[config.mk]
export PLATFORM = sky130hd
export DESIGN_NAME = alu_issue_ctrl
export DESIGN_NICKNAME = d
export VERILOG_FILES = /design/src/rtl/alu_issue_ctrl_pkg.sv /design/src/rtl/alu_issue_ctrl_decode.sv /design/src/rtl/alu_issue_ctrl.sv
export SDC_FILE = /design/constraint.sdc
export NUM_CORES = 1
export LEC_CHECK = 0
export BUFFER_PORTS_ARGS = -buffer_cell sky130_fd_sc_hd__buf_2
export CORE_UTILIZATION = 38
export CTS_BUF_LIST = sky130_fd_sc_hd__clkbuf_8
export DETAILED_ROUTE_END_ITERATION = 8
export GPL_ROUTABILITY_DRIVEN = 0
export PLACE_DENSITY = 0.78
export REMOVE_ABC_BUFFERS = 1
export SLEW_MARGIN = 20
export SYNTH_ARGS = -nofsm -noshare
export SYNTH_HDL_FRONTEND = slang
export SYNTH_SLANG_ARGS = --single-unit
[constraint.sdc]
create_clock -name clk -period 4 [get_ports clk]
set_input_delay 0.8 -clock clk [delete_from_list [all_inputs] [get_ports clk]]
set_output_delay 0.8 -clock clk [all_outputs]
set_load 0.005 [all_outputs]
[src/rtl/alu_issue_ctrl_pkg.sv]
// Shared constants for the ALU issue slice: ALU opcodes, instruction op/funct codes and FSM states.
// Consumed by alu_decode and alu_issue_ctrl.
package alu_pkg;

    localparam logic [2:0] ALU_AND = 3'b000;
    localparam logic [2:0] ALU_OR  = 3'b001;
    localparam logic [2:0] ALU_ADD = 3'b010;
    localparam logic [2:0] ALU_SUB = 3'b011;
    localparam logic [2:0] ALU_MUL = 3'b100;
    localparam logic [2:0] ALU_SLL = 3'b101;

    localparam logic [5:0] OP_RTYPE = 6'h00;
    localparam logic [5:0] OP_BEQ   = 6'h04;
    localparam logic [5:0] OP_ADDI  = 6'h08;
    localparam logic [5:0] OP_ANDI  = 6'h0C;
    localparam logic [5:0] OP_ORI   = 6'h0D;
    localparam logic [5:0] OP_LW    = 6'h23;
    localparam logic [5:0] OP_SW    = 6'h2B;

    localparam logic [5:0] FUNCT_SLL = 6'h00;
    localparam logic [5:0] FUNCT_MUL = 6'h18;
    localparam logic [5:0] FUNCT_ADD = 6'h20;
    localparam logic [5:0] FUNCT_SUB = 6'h22;
    localparam logic [5:0] FUNCT_AND = 6'h24;
    localparam logic [5:0] FUNCT_OR  = 6'h25;

    typedef enum logic [1:0] {
        IDLE = 2'd0,
        EXEC = 2'd1,
        DONE = 2'd2
    } state_e;

endpackage

[src/rtl/alu_issue_ctrl_decode.sv]
// Combinational decode of one instruction word plus rs/rt values into ALU operands and opcode.
// Unknown encodings fall back to an rs+rt ADD and raise illegal_o.
module alu_decode
    import alu_pkg::*;
#(
    parameter int DATA_WIDTH = 32
) (
    input  logic [31:0]           instr_i,
    input  logic [DATA_WIDTH-1:0] rsVal_i,
    input  logic [DATA_WIDTH-1:0] rtVal_i,
    output logic [DATA_WIDTH-1:0] in1_o,
    output logic [DATA_WIDTH-1:0] in2_o,
    output logic [2:0]            opcode_o,
    output logic                  isMul_o,
    output logic                  illegal_o
);

    logic [5:0]            op;
    logic [5:0]            funct;
    logic [4:0]            shamt;
    logic [15:0]           imm;
    logic [DATA_WIDTH-1:0] immSext;
    logic [DATA_WIDTH-1:0] immZext;
    logic [DATA_WIDTH-1:0] shamtZext;
    logic                  unusedRegFields;

    assign op        = instr_i[31:26];
    assign funct     = instr_i[5:0];
    assign shamt     = instr_i[10:6];
    assign imm       = instr_i[15:0];
    assign immSext   = {{(DATA_WIDTH-16){imm[15]}}, imm};
    assign immZext   = {{(DATA_WIDTH-16){1'b0}}, imm};
    assign shamtZext = {{(DATA_WIDTH-5){1'b0}}, shamt};
    // Register-number fields are resolved upstream; only their values arrive here.
    assign unusedRegFields = ^instr_i[25:16];

    always_comb begin
        in1_o     = rsVal_i;
        in2_o     = rtVal_i;
        opcode_o  = ALU_ADD;
        illegal_o = 1'b0;
        unique case (op)
            OP_RTYPE: begin
                unique case (funct)
                    FUNCT_AND: opcode_o = ALU_AND;
                    FUNCT_OR:  opcode_o = ALU_OR;
                    FUNCT_ADD: opcode_o = ALU_ADD;
                    FUNCT_SUB: opcode_o = ALU_SUB;
                    FUNCT_MUL: opcode_o = ALU_MUL;
                    FUNCT_SLL: begin
                        opcode_o = ALU_SLL;
                        in1_o    = rtVal_i;
                        in2_o    = shamtZext;
                    end
                    default:   illegal_o = 1'b1;
                endcase
            end
            OP_ADDI: begin
                opcode_o = ALU_ADD;
                in2_o    = immSext;
            end
            OP_ANDI: begin
                opcode_o = ALU_AND;
                in2_o    = immZext;
            end
            OP_ORI: begin
                opcode_o = ALU_OR;
                in2_o    = immZext;
            end
            OP_BEQ:  opcode_o = ALU_SUB;
            OP_LW, OP_SW: begin
                opcode_o = ALU_ADD;
                in2_o    = immSext;
            end
            default: illegal_o = 1'b1;
        endcase
    end

    assign isMul_o = (opcode_o == ALU_MUL);

endmodule

[src/rtl/alu_issue_ctrl.sv]
// Issue controller driving a 3-bit-opcode ALU: accept, hold operands through EXEC, present result on a valid/ready port.
// Optional feature macro ILLEGAL_TRAP_EN: illegal decodes bypass the ALU and report out_illegal.
module alu_issue_ctrl
    import alu_pkg::*;
#(
    parameter int DATA_WIDTH  = 32,
    parameter int MUL_LATENCY = 2
) (
    input  logic                  clk,
    input  logic                  rst,
    input  logic                  in_valid,
    output logic                  in_ready,
    input  logic [31:0]           in_instr,
    input  logic [DATA_WIDTH-1:0] in_rs_val,
    input  logic [DATA_WIDTH-1:0] in_rt_val,
    output logic [DATA_WIDTH-1:0] alu_in1,
    output logic [DATA_WIDTH-1:0] alu_in2,
    output logic [2:0]            alu_opcode,
    input  logic [DATA_WIDTH-1:0] alu_result,
    input  logic                  alu_zero,
    output logic                  out_valid,
    input  logic                  out_ready,
    output logic [DATA_WIDTH-1:0] out_result,
    output logic                  out_zero,
    output logic                  out_illegal
);

    localparam int CNT_W = (MUL_LATENCY > 1) ? $clog2(MUL_LATENCY) : 1;
    localparam logic [CNT_W-1:0] MUL_LAST = CNT_W'(MUL_LATENCY - 1);

    state_e                state_q;
    logic [DATA_WIDTH-1:0] aluIn1_q;
    logic [DATA_WIDTH-1:0] aluIn2_q;
    logic [2:0]            aluOpcode_q;
    logic [DATA_WIDTH-1:0] outResult_q;
    logic                  outZero_q;
    logic                  isMul_q;
    logic [CNT_W-1:0]      mulCnt_q;
    logic [CNT_W-1:0]      mulCnt_d;

    logic [DATA_WIDTH-1:0] decIn1;
    logic [DATA_WIDTH-1:0] decIn2;
    logic [2:0]            decOpcode;
    logic                  decIsMul;
    logic                  decIllegal;

    alu_decode #(
        .DATA_WIDTH (DATA_WIDTH)
    ) u_decode (
        .instr_i   (in_instr),
        .rsVal_i   (in_rs_val),
        .rtVal_i   (in_rt_val),
        .in1_o     (decIn1),
        .in2_o     (decIn2),
        .opcode_o  (decOpcode),
        .isMul_o   (decIsMul),
        .illegal_o (decIllegal)
    );

    assign mulCnt_d = mulCnt_q + 1'b1;

`ifdef ILLEGAL_TRAP_EN
    logic outIllegal_q;
    assign out_illegal = outIllegal_q;
`else
    logic unusedIllegal;
    assign unusedIllegal = decIllegal;
    assign out_illegal   = 1'b0;
`endif

    always_ff @(posedge clk or posedge rst) begin
        if (rst) begin
            state_q     <= IDLE;
            aluIn1_q    <= '0;
            aluIn2_q    <= '0;
            aluOpcode_q <= ALU_ADD;
            outResult_q <= '0;
            outZero_q   <= 1'b0;
            isMul_q     <= 1'b0;
            mulCnt_q    <= '0;
`ifdef ILLEGAL_TRAP_EN
            outIllegal_q <= 1'b0;
`endif
        end else begin
            unique case (state_q)
                IDLE: begin
                    if (in_valid) begin
`ifdef ILLEGAL_TRAP_EN
                        outIllegal_q <= decIllegal;
                        if (decIllegal) begin
                            outResult_q <= '0;
                            outZero_q   <= 1'b0;
                            state_q     <= DONE;
                        end else
`endif
                        begin
                            aluIn1_q    <= decIn1;
                            aluIn2_q    <= decIn2;
                            aluOpcode_q <= decOpcode;
                            isMul_q     <= decIsMul;
                            mulCnt_q    <= '0;
                            state_q     <= EXEC;
                        end
                    end
                end
                EXEC: begin
                    // Multiply holds the operands for MUL_LATENCY edges before its result is trusted.
                    if (!isMul_q || (mulCnt_q == MUL_LAST)) begin
                        outResult_q <= alu_result;
                        outZero_q   <= alu_zero;
                        mulCnt_q    <= '0;
                        state_q     <= DONE;
                    end else begin
                        mulCnt_q <= mulCnt_d;
                    end
                end
                DONE: begin
                    if (out_ready) begin
                        state_q <= IDLE;
                    end
                end
                default: state_q <= IDLE;
            endcase
        end
    end

    assign in_ready   = (state_q == IDLE);
    assign out_valid  = (state_q == DONE);
    assign alu_in1    = aluIn1_q;
    assign alu_in2    = aluIn2_q;
    assign alu_opcode = aluOpcode_q;
    assign out_result = outResult_q;
    assign out_zero   = outZero_q;

endmodule
==> Yosys cells after proc, flatten, opt, wreduce, memory -nomap -nowiden <==
Index checks and enable logic that the tools add are counted.
{ "word_totals": {"register_bits": 104, "latchBits": 0, "mem_bits_rw": 0, "romBits": 0, "output_inout_bits": 103, "word_cells": 50, "mem_count": 0} }
{ "op_classes": {"n_addsub": 1, "n_mul": 0, "n_div": 0, "n_lt_le_gt_ge": 0, "eq_ne": 16, "shift": 0, "n_mux": 13, "bitwise_logic": 0, "n_reduce_logical": 12} }
{ "op_table": {"columns": ["cell", "n"], "rows": [
  ["two-way mux 32 bit", 3],
  ["case mux 32 bit (3 select lines)", 1],
  ["== test 6 bit (second input constant)", 5],
  ["== test 6 x 4 -> 1 bit (second input constant)", 3],
  ["case mux 3 bit (5 select lines)", 1],
  ["zero test 6 bit", 2],
  ["case mux 3 bit (4 select lines)", 1],
  ["== test 6 x 3 -> 1 bit (second input constant)", 1],
  ["== test 6 x 5 -> 1 bit (second input constant)", 1],
  ["two-way mux 2 bit", 3],
  ["case mux 2 bit (3 select lines)", 1],
  ["AND reduction 2 bit", 3],
  ["!= test 2 bit (second input constant)", 2],
  ["== test 3 bit (second input constant)", 1],
  ["AND reduction 3 bit", 1],
  ["OR reduction 3 bit", 1],
  ["== test 2 x 1 -> 1 bit (second input constant)", 1],
  ["== test 2 bit (second input constant)", 1],
  ["zero test 2 bit", 1],
  ["two-way mux 1 bit", 2],
  ["!= test 2 x 1 -> 1 bit (second input constant)", 1],
  ["case mux 1 bit (2 select lines)", 1],
  ["nonzero test 2 bit", 1],
  ["OR reduction 2 bit", 1],
  ["3 further kinds", 3]
]} }

==> Longest topological paths before layout <==
Gate-level depths: netlist of run 1.
{ "depth": {"depth_word": 4, "mapped_depth": 7, "depth_no_buf": 5} }

==> Modules after synthesis <==
Synthesis of run 1 repeated with hierarchy kept, for this count alone.
{ "hier_totals": {"hier_cells": 352, "hier_area_um2": 4934.7} }
{ "by_module_without_submodules": {"columns": ["module", "instances", "cells_per_inst", "area_each_um2"], "rows": [
  ["alu_issue_ctrl", 1, 233, 3933.8],
  ["alu_decode", 1, 119, 1001.0]
]} }

==> Worst setup path before layout of run 1 <==
No wires, ideal clock.
{ "synth_path": {"path_kind": "input port to flip-flop", "startpoint": "input port in_instr[0]", "endpoint": "register aluIn1_q[21] (netlist: alu_in1[21])", "setup_time_ps": 129, "t_arrival_ps": 2099, "required_ps": 3871, "setup_slack_ps": 1772, "stages": 6, "path_buffers": 2, "path_cell_list": "or3_4 -> nor4b_4 -> buf_6 -> buf_12 -> mux2i_1 -> o21ai_2"} }
{ "synth_between": {"elab_chain_cells": 3} }
{ "synth_lines": {"columns": ["element", "line_no", "source"], "rows": [
  ["start, declared", "alu_issue_ctrl.sv:13", "input logic [31:0] in_instr,"],
  ["zero test 6 bit", null, null],
  ["two-way mux 32 bit", "alu_issue_ctrl_decode.sv:44", "unique case (funct)"],
  ["two-way mux 32 bit", "alu_issue_ctrl_decode.sv:42", "unique case (op)"],
  ["end signal, assigned", "alu_issue_ctrl.sv:97", "aluIn1_q <= decIn1;"],
  ["end, declared", "alu_issue_ctrl.sv:32", "logic [DATA_WIDTH-1:0] aluIn1_q;"]
]} }
No other way between the ends.
A chain may end at the register's enable or synchronous reset.

==> Worst setup path in the final report of run 1 <==
{ "layout_path": {"startpoint": "input port in_instr[0]", "endpoint": "register aluIn2_q[11] (netlist: alu_in2[11])"} }
{ "layout_between": {"elab_chain_cells": 3} }
{ "layout_lines": {"columns": ["element", "line_no", "source"], "rows": [
  ["zero test 6 bit", null, null],
  ["two-way mux 32 bit", "alu_issue_ctrl_decode.sv:44", null],
  ["case mux 32 bit (3 select lines)", "alu_issue_ctrl_decode.sv:42", null],
  ["end signal, assigned", "alu_issue_ctrl.sv:98", "aluIn2_q <= decIn2;"],
  ["end, declared", "alu_issue_ctrl.sv:33", "logic [DATA_WIDTH-1:0] aluIn2_q;"]
]} }
No other way between the ends.

==> results of run 1 <==
-- through the flow --
stage | instances | area (sq um) | setup WS [ns]
after floorplan | 390 | 4440 | -0.342
after global placement | 764 | 5810 | 1.14
after detailed placement | 764 | 5810 | 1.10
after CTS | 780 | 6050 | 1.50
after global routing | 780 | 6050 | 1.35
final | 780 | 6050 | 1.51
-- layout by cell type, fill, tap and decap left out, types with 2 or more instances in the layout --
master and n:
sky130_fd_sc_hd__buf_2 224, sky130_fd_sc_hd__dfrtp_1 103, sky130_fd_sc_hd__nand2_1 55, sky130_fd_sc_hd__nor2_1 50
sky130_fd_sc_hd__mux2i_1 33, sky130_fd_sc_hd__mux2_2 33, sky130_fd_sc_hd__o21ai_1 25, sky130_fd_sc_hd__a21oi_1 24
sky130_fd_sc_hd__a221oi_1 14, sky130_fd_sc_hd__clkbuf_8 12, sky130_fd_sc_hd__o21ai_0 9, sky130_fd_sc_hd__buf_4 7
sky130_fd_sc_hd__o22ai_1 4, sky130_fd_sc_hd__nor2b_1 3, sky130_fd_sc_hd__nand3_1 3, sky130_fd_sc_hd__or3_1 2
sky130_fd_sc_hd__a22o_1 2, sky130_fd_sc_hd__and2_1 2, sky130_fd_sc_hd__inv_1 2, sky130_fd_sc_hd__a21o_1 2
sky130_fd_sc_hd__a2bb2oi_1 2, sky130_fd_sc_hd__inv_6 2, sky130_fd_sc_hd__bufinv_16 2
-- sequential cells by signal (all words and copies together) (netlist names) --
name / flops
alu_in2: 32
isMul_q: 1
out_result: 32
mulCnt_q: 1
alu_in1: 32
out_zero: 1
state_q: 2
alu_opcode: 3
-- final cells by class --
class / instances / area [sq um]
clock buffers: 12 / 165
clock inverters: 4 / 73.8
fillers: 1059 / 5560
inverters: 3 / 16.3
multi-input cells: 283 / 1840
flip-flops and latches: 104 / 2600
well taps: 143 / 179
repair buffers: 231 / 1170
-- power by group through the flow --
stage                     combinational, mW  sequential (mW)  clock (mW)
final                                  1.46             1.80       0.755
after global routing                   1.63             1.86       0.821
after CTS                              1.48             1.81       0.779
after detailed placement               1.49             1.83           0
after global placement                 1.44             1.78           0
after floorplan                       0.673             1.85           0
-- critical path, delay by kind of cell --
kind	cells	cell delay, ns
simple gates	3	0.78
buf+inv	3	0.71
compound gates	2	0.46
-- metal layers --
layer,global-route usage,vias to the layer above
met5,0,-
met4,0.0729,0
met1,0.233,1874
met2,0.335,186
met3,0.0394,18
li1,-,1876
-- logic make-up (layout without fill, tap and decap cells) --
kind of cell	after synthesis	in the layout	synth area share
buffers and inverters	30	250	0.0407
xor gates and xnor gates	2	2	0.00380
DFF	104	104	0.564
muxes	66	66	0.152
and+or+nand+nor	125	125	0.121
other	1	1	0.000812
AOI/OAI and AO/OA	89	89	0.118
-- worst paths after layout --
path | cells after the start | end | from | slack, ns
max in group asynchronous | 3 | alu_in2[2] | rst | 2.68
min | 2 | isMul_q | isMul_q | 0.49
min reg2reg | 2 | isMul_q | isMul_q | 0.49
max reg2reg | 4 | alu_in2[27] | state_q[0] | 1.80
min in group asynchronous | 2 | alu_in2[31] | rst | 0.57
max | 8 | alu_in2[11] | in_instr[0] | 1.51
==> metrics, run 1 <==
initial DRC count=172; final-report max-slew violation count=0; Power per Cell Area=664 nW/um^2; Setup Viol. Count Final=0; TritonCTS sink count=104; flip-flop and latch count after synthesis=104; critical path fanouts, max=18; cells resized by post-CTS repair=0; sum of met3 wire segment lengths after detailed routing=886 um; dominant synthesized flop cell=sky130_fd_sc_hd__dfrtp_1; most repeated library cell on the critical path=sky130_fd_sc_hd__buf_4; synthesized instance count=417; number of routed nets with antenna violations=0; detailed-route DRC error count=19; met1 routed wirelength after detailed routing=4.93 mm; count of H-tree levels built during CTS=3; clock share of power=0.188; area grow syn2layout=31.2%; GRT Overall Usage=0.192; GRT Residual Overflow=0; combinational share of power=0.363; switching part of the total power=0.330; worst clock skew=0.0116 ns; Min Hold Slack=0.488 ns; first-pass GRT wire length=19.0 mm; Clock Root Buffer=sky130_fd_sc_hd__clkbuf_8; Area contributors post-synth=sky130_fd_sc_hd__dfrtp_1 56%, sky130_fd_sc_hd__mux2_2 8.1%, sky130_fd_sc_hd__mux2i_1 7.2%, sky130_fd_sc_hd__nand2_1 4.6%, sky130_fd_sc_hd__nor2_1 4.1%; Total Neg Setup Slack=0 ns; path category of the worst min-delay check=reg -> reg; number of failing hold endpoints at the final stage=0; overall power after layout=4.02 mW; number of antenna violations at the first check in global routing=0; Post-Syn Area per Cell=11.1 sq um; cell with the most instances after synthesis=sky130_fd_sc_hd__dfrtp_1; Final min period=2.49 ns; number of input and output port buffers inserted=224; vias per cell=5.07; violated checks=DRC; category of the worst setup path launch point=input pin; NumNets Final=765; WS Path Type=in -> reg; max-cap violation count=0; clock tree from TritonCTS=yes; Initial Util=0.397; first-pass iteration count of the detailed router=9; Die Area=12600 sq um; count of yosys warnings during synthesis=0; Ports=236; routed wl met2=5.79 mm; post-CTS clock slew at the launch and capture registers of the worst setup and hold paths=0.10 ns; setup repair after global routing missed its margin=false; hold buffer count at cts=0; total net switching power=1.33 mW; number of vias after detailed routing=3954; Yosys top cell area share=0.558; Leak=2.92 nW; Longest Clk Path Bufs=2; ratio of final minimum period to clock period=0.623; clock latency at the later pin of the worst-skew pair=0.36 ns; Core Util, Final=0.521; Rel. slew slack=0.473; Reg power frac=0.449; highest cell delay on the worst timing path=0.43 ns; Critical Path Slowest Stage Cell=sky130_fd_sc_hd__or3_4; sequential area share after synthesis=0.564; Achievable Freq=401 MHz; number of global-route vias before repair=3861; Top Layer Used=met4; number of buffers created by CTS=9; Setup Buffers After CTS=0; library cell with the largest summed area after synthesis=sky130_fd_sc_hd__dfrtp_1; commonest cells in the netlist=103 x sky130_fd_sc_hd__dfrtp_1, 56 x sky130_fd_sc_hd__nand2_1, 50 x sky130_fd_sc_hd__nor2_1; number of unique standard cell types used by synthesis=41; Peak VDD IR=0.289 mV; Post-DP HPWL=8.97 mm; worst path cell trace=buf_2 > or3_4 > nor4b_4 > buf_4 > a21oi_2 > buf_4 > a221oi_1 > nor2_1; Inserted Diodes=0; vertical die dimension=112 um; core area=11600 sq um; mapped cell area=4620 sq um; run status=finished with violations; endpoint type of the worst setup path=flop; chip width=112 um; worst-margin pin slew=0.788 ns; Worst EP arrival=2.74 ns; maximum number of pins on one net before global-route repair=86; share of final-layout standard cells stronger than drive strength 1=0.460; EDFF count, synth=0; cell-internal power=2.69 mW; total wire length after detailed routing=11.8 mm; post-detailed-route wirelength per cell=15.2 um; Required @ worst endpoint=4.25 ns; Async S/R FF share, synth=1.00; floorplan row count=39
(Power assumes the default switching activity.)
==> inputs of run 2 (changes only) <==
ABC_AREA = 1   (was default)
PLACE_DENSITY = 0.76   (was 0.78)
clock period = 2.5 ns   (was 4 ns; I/O delays follow)
==> run 2 against run 1 <==
  * The flow now finishes without violations
  * Utilization down 1.8 points
  * Routed wire length grew 28%
  * Synthesized cell count rose by 32%
  * Critical path depth decreased by 1
  * Register-to-register slack got worse by 0.98 ns
  * Critical path type unchanged
  * Critical endpoint is now alu_in1[29]
  * Highest routed layer unchanged
==> metrics, run 2 <==
number of failing hold endpoints at the final stage=0; count of yosys warnings during synthesis=0; clock tree from TritonCTS=yes; number of vias after detailed routing=4773; portion of netlist area occupied by mux cells=0.0731; total wire length after detailed routing=15.1 mm; area occupied by multi-input gates=2140 sq um; adder-cell share of the synthesized area=0; dominant synthesized flop cell=sky130_fd_sc_hd__dfrtp_1; sequential area share after synthesis=0.512; Area contributors post-synth=sky130_fd_sc_hd__dfrtp_1 51%, sky130_fd_sc_hd__a21oi_1 8.6%, sky130_fd_sc_hd__mux2_2 7.3%, sky130_fd_sc_hd__nor2_1 6.3%, sky130_fd_sc_hd__nand3_1 5.9%; maximum number of pins on one net before global-route repair=65; Rel. slew slack=0.492; cells resized by post-CTS repair=0; endpoint type of the worst setup path=flop; Leak=3.15 nW; mapped cell area=5080 sq um; initial DRC count=377; max-cap violation count=0; Compound-Gate Fraction of Synth Area=0.108; area grow syn2layout=27.0%; Peak VDD IR=0.446 mV; core area=12800 sq um; critical path fanouts, max=64; count of fill cells added during filler insertion=1220; ratio of final minimum period to clock period=0.736; Setup Buffers After CTS=0; worst clock skew=0.0122 ns; register area=2600 sq um; number of buffers created by CTS=9; chip width=118 um; synthesized instance count=552; post-detailed-route wirelength per cell=16.1 um; TritonCTS sink count=104; cell with the most instances after synthesis=sky130_fd_sc_hd__dfrtp_1; NumNets Final=893; overall power after layout=6.45 mW; GRT Overall Usage=0.223; commonest cells in the netlist=103 x sky130_fd_sc_hd__dfrtp_1, 87 x sky130_fd_sc_hd__a21oi_1, 85 x sky130_fd_sc_hd__nor2_1; vias per cell=5.09; Worst EP arrival=2.11 ns; number of routed nets with antenna violations=0; Achievable Freq=543 MHz; Longest Clk Path Bufs=2; hold buffer count at cts=0; Clock Root Buffer=sky130_fd_sc_hd__clkbuf_8; Die Area=13800 sq um; count of non-filler cells in the finished layout=937; first-pass iteration count of the detailed router=7; path category of the worst min-delay check=in -> async; number of global-route vias before repair=4629; Setup Viol. Count Final=0; library cell with the largest summed area after synthesis=sky130_fd_sc_hd__dfrtp_1; clock latency at the later pin of the worst-skew pair=0.37 ns; dominant combinational cell family by area after synthesis=simple AND/OR/NAND/NOR gates; GRT Residual Overflow=0; WS Path Type=in -> reg; share of final-layout standard cells stronger than drive strength 1=0.418; simple-gate area share of the yosys netlist=0.239; count of H-tree levels built during CTS=3; Yosys top cell area share=0.507; worst-margin pin slew=0.759 ns; Post-DP HPWL=10.6 mm; Inserted Diodes=0; total placed cells including tap cells=921; first-pass GRT wire length=24.4 mm; flip-flop and latch count after synthesis=104; final-report max-slew violation count=0; detailed-route DRC error count=0; Post-Syn Area per Cell=9.21 sq um; Initial Util=0.396; Ports=236; number of antenna violations at the first check in global routing=0; floorplan row count=41; setup repair after global routing missed its margin=false; vertical die dimension=118 um; most common library cell in the layout ignoring fill and taps=sky130_fd_sc_hd__buf_2; Power per Cell Area=999 nW/um^2; EDFF count, synth=0; share of the synthesized netlist area taken by xor and xnor gates=0; number of unique standard cell types used by synthesis=28; number of input and output port buffers inserted=224; post-CTS clock slew at the launch and capture registers of the worst setup and hold paths=0.10 ns; Async S/R FF share, synth=1.00; commonest cells after routing, fill and taps aside=224 x sky130_fd_sc_hd__buf_2, 103 x sky130_fd_sc_hd__dfrtp_1, 87 x sky130_fd_sc_hd__a21oi_1, 85 x sky130_fd_sc_hd__nor2_1, 60 x sky130_fd_sc_hd__nand3_1; Final min period=1.84 ns; category of the worst setup path launch point=input pin; Required @ worst endpoint=2.77 ns; run status=finished clean
## run 2: cell types whose count changed in the layout (fill, tap and decap cells not counted), sizes merged, moves of 3 or more
cell	change
nand3	+59
nand2	+7
or3	-3
mux2i	-33
nor2	+43
inv	+17
o22ai	-5
o21ai	-33
buf	+7
nor2b	-3
a21oi	+72
nand4	+36
a221oi	-14
## run 2: power by group
group	total (mW)	internal (mW)	switching [mW]
sequential	2.89	2.48	0.409
combinational	2.60	1.27	1.32
clock	0.960	0.380	0.579
## run 2: final timing paths
path	startpoint	end	slack [ns]	cells past startpoint
max	in_instr[3]	alu_in1[29]	0.66	7
min	rst	out_result[24]	0.12	2
max reg2reg	state_q[0]	alu_in2[31]	0.82	6
min reg2reg	alu_opcode[1]	alu_opcode[1]	0.48	2
max in group asynchronous	rst	alu_opcode[1]	1.64	3
min in group clk	out_ready	state_q[1]	0.31	2
## run 2: final cells by class
class                   count  share of cell area
clock buffers              10              0.0213
clock inverters             6             0.00465
inverters                  17              0.0103
multi-input cells         390               0.331
flip-flops and latches    104               0.403
well taps                 172              0.0333
repair buffers            238               0.196
## run 2: cells by family after synthesis
group	Yosys count
multiplexers	33
flip-flops	104
AO/OA/AOI/OAI	101
buffers and inverters	58
other	1
AND/OR/NAND/NOR	255
## run 2: routing by layer
layer  up-vias  global-route usage  part of all wire
met1      2263               0.275              0.42
met5         -                   0                 0
met2       199               0.390              0.50
li1       2300                   -                 -
met3        11              0.0577             0.073
met4         0              0.0481            0.0085
## run 2: critical path: stages
cell and delay [ns]:
sky130_fd_sc_hd__buf_2 0.12, sky130_fd_sc_hd__nor2_2 0.16, sky130_fd_sc_hd__nand2_2 0.11, sky130_fd_sc_hd__nor2_8 0.29, sky130_fd_sc_hd__nand2_4 0.46, sky130_fd_sc_hd__a21oi_1 0.33, sky130_fd_sc_hd__a21oi_1 0.09
## run 2: through the flow
step | setup WS (ns) | utilization | setup TNS, ns | hold slack [ns] | cell area, sq um
floorplan | -0.731 | - | -78.84 | 0.457 | 4800
global placement | 0.313 | 0.490 | 0 | 0.459 | 6290
detailed placement | 0.284 | 0.490 | 0 | 0.464 | 6290
CTS | 0.685 | 0.503 | 0 | 0.111 | 6450
global route | 0.538 | 0.503 | 0 | 0.138 | 6450
finish | 0.659 | 0.503 | 0 | 0.124 | 6450
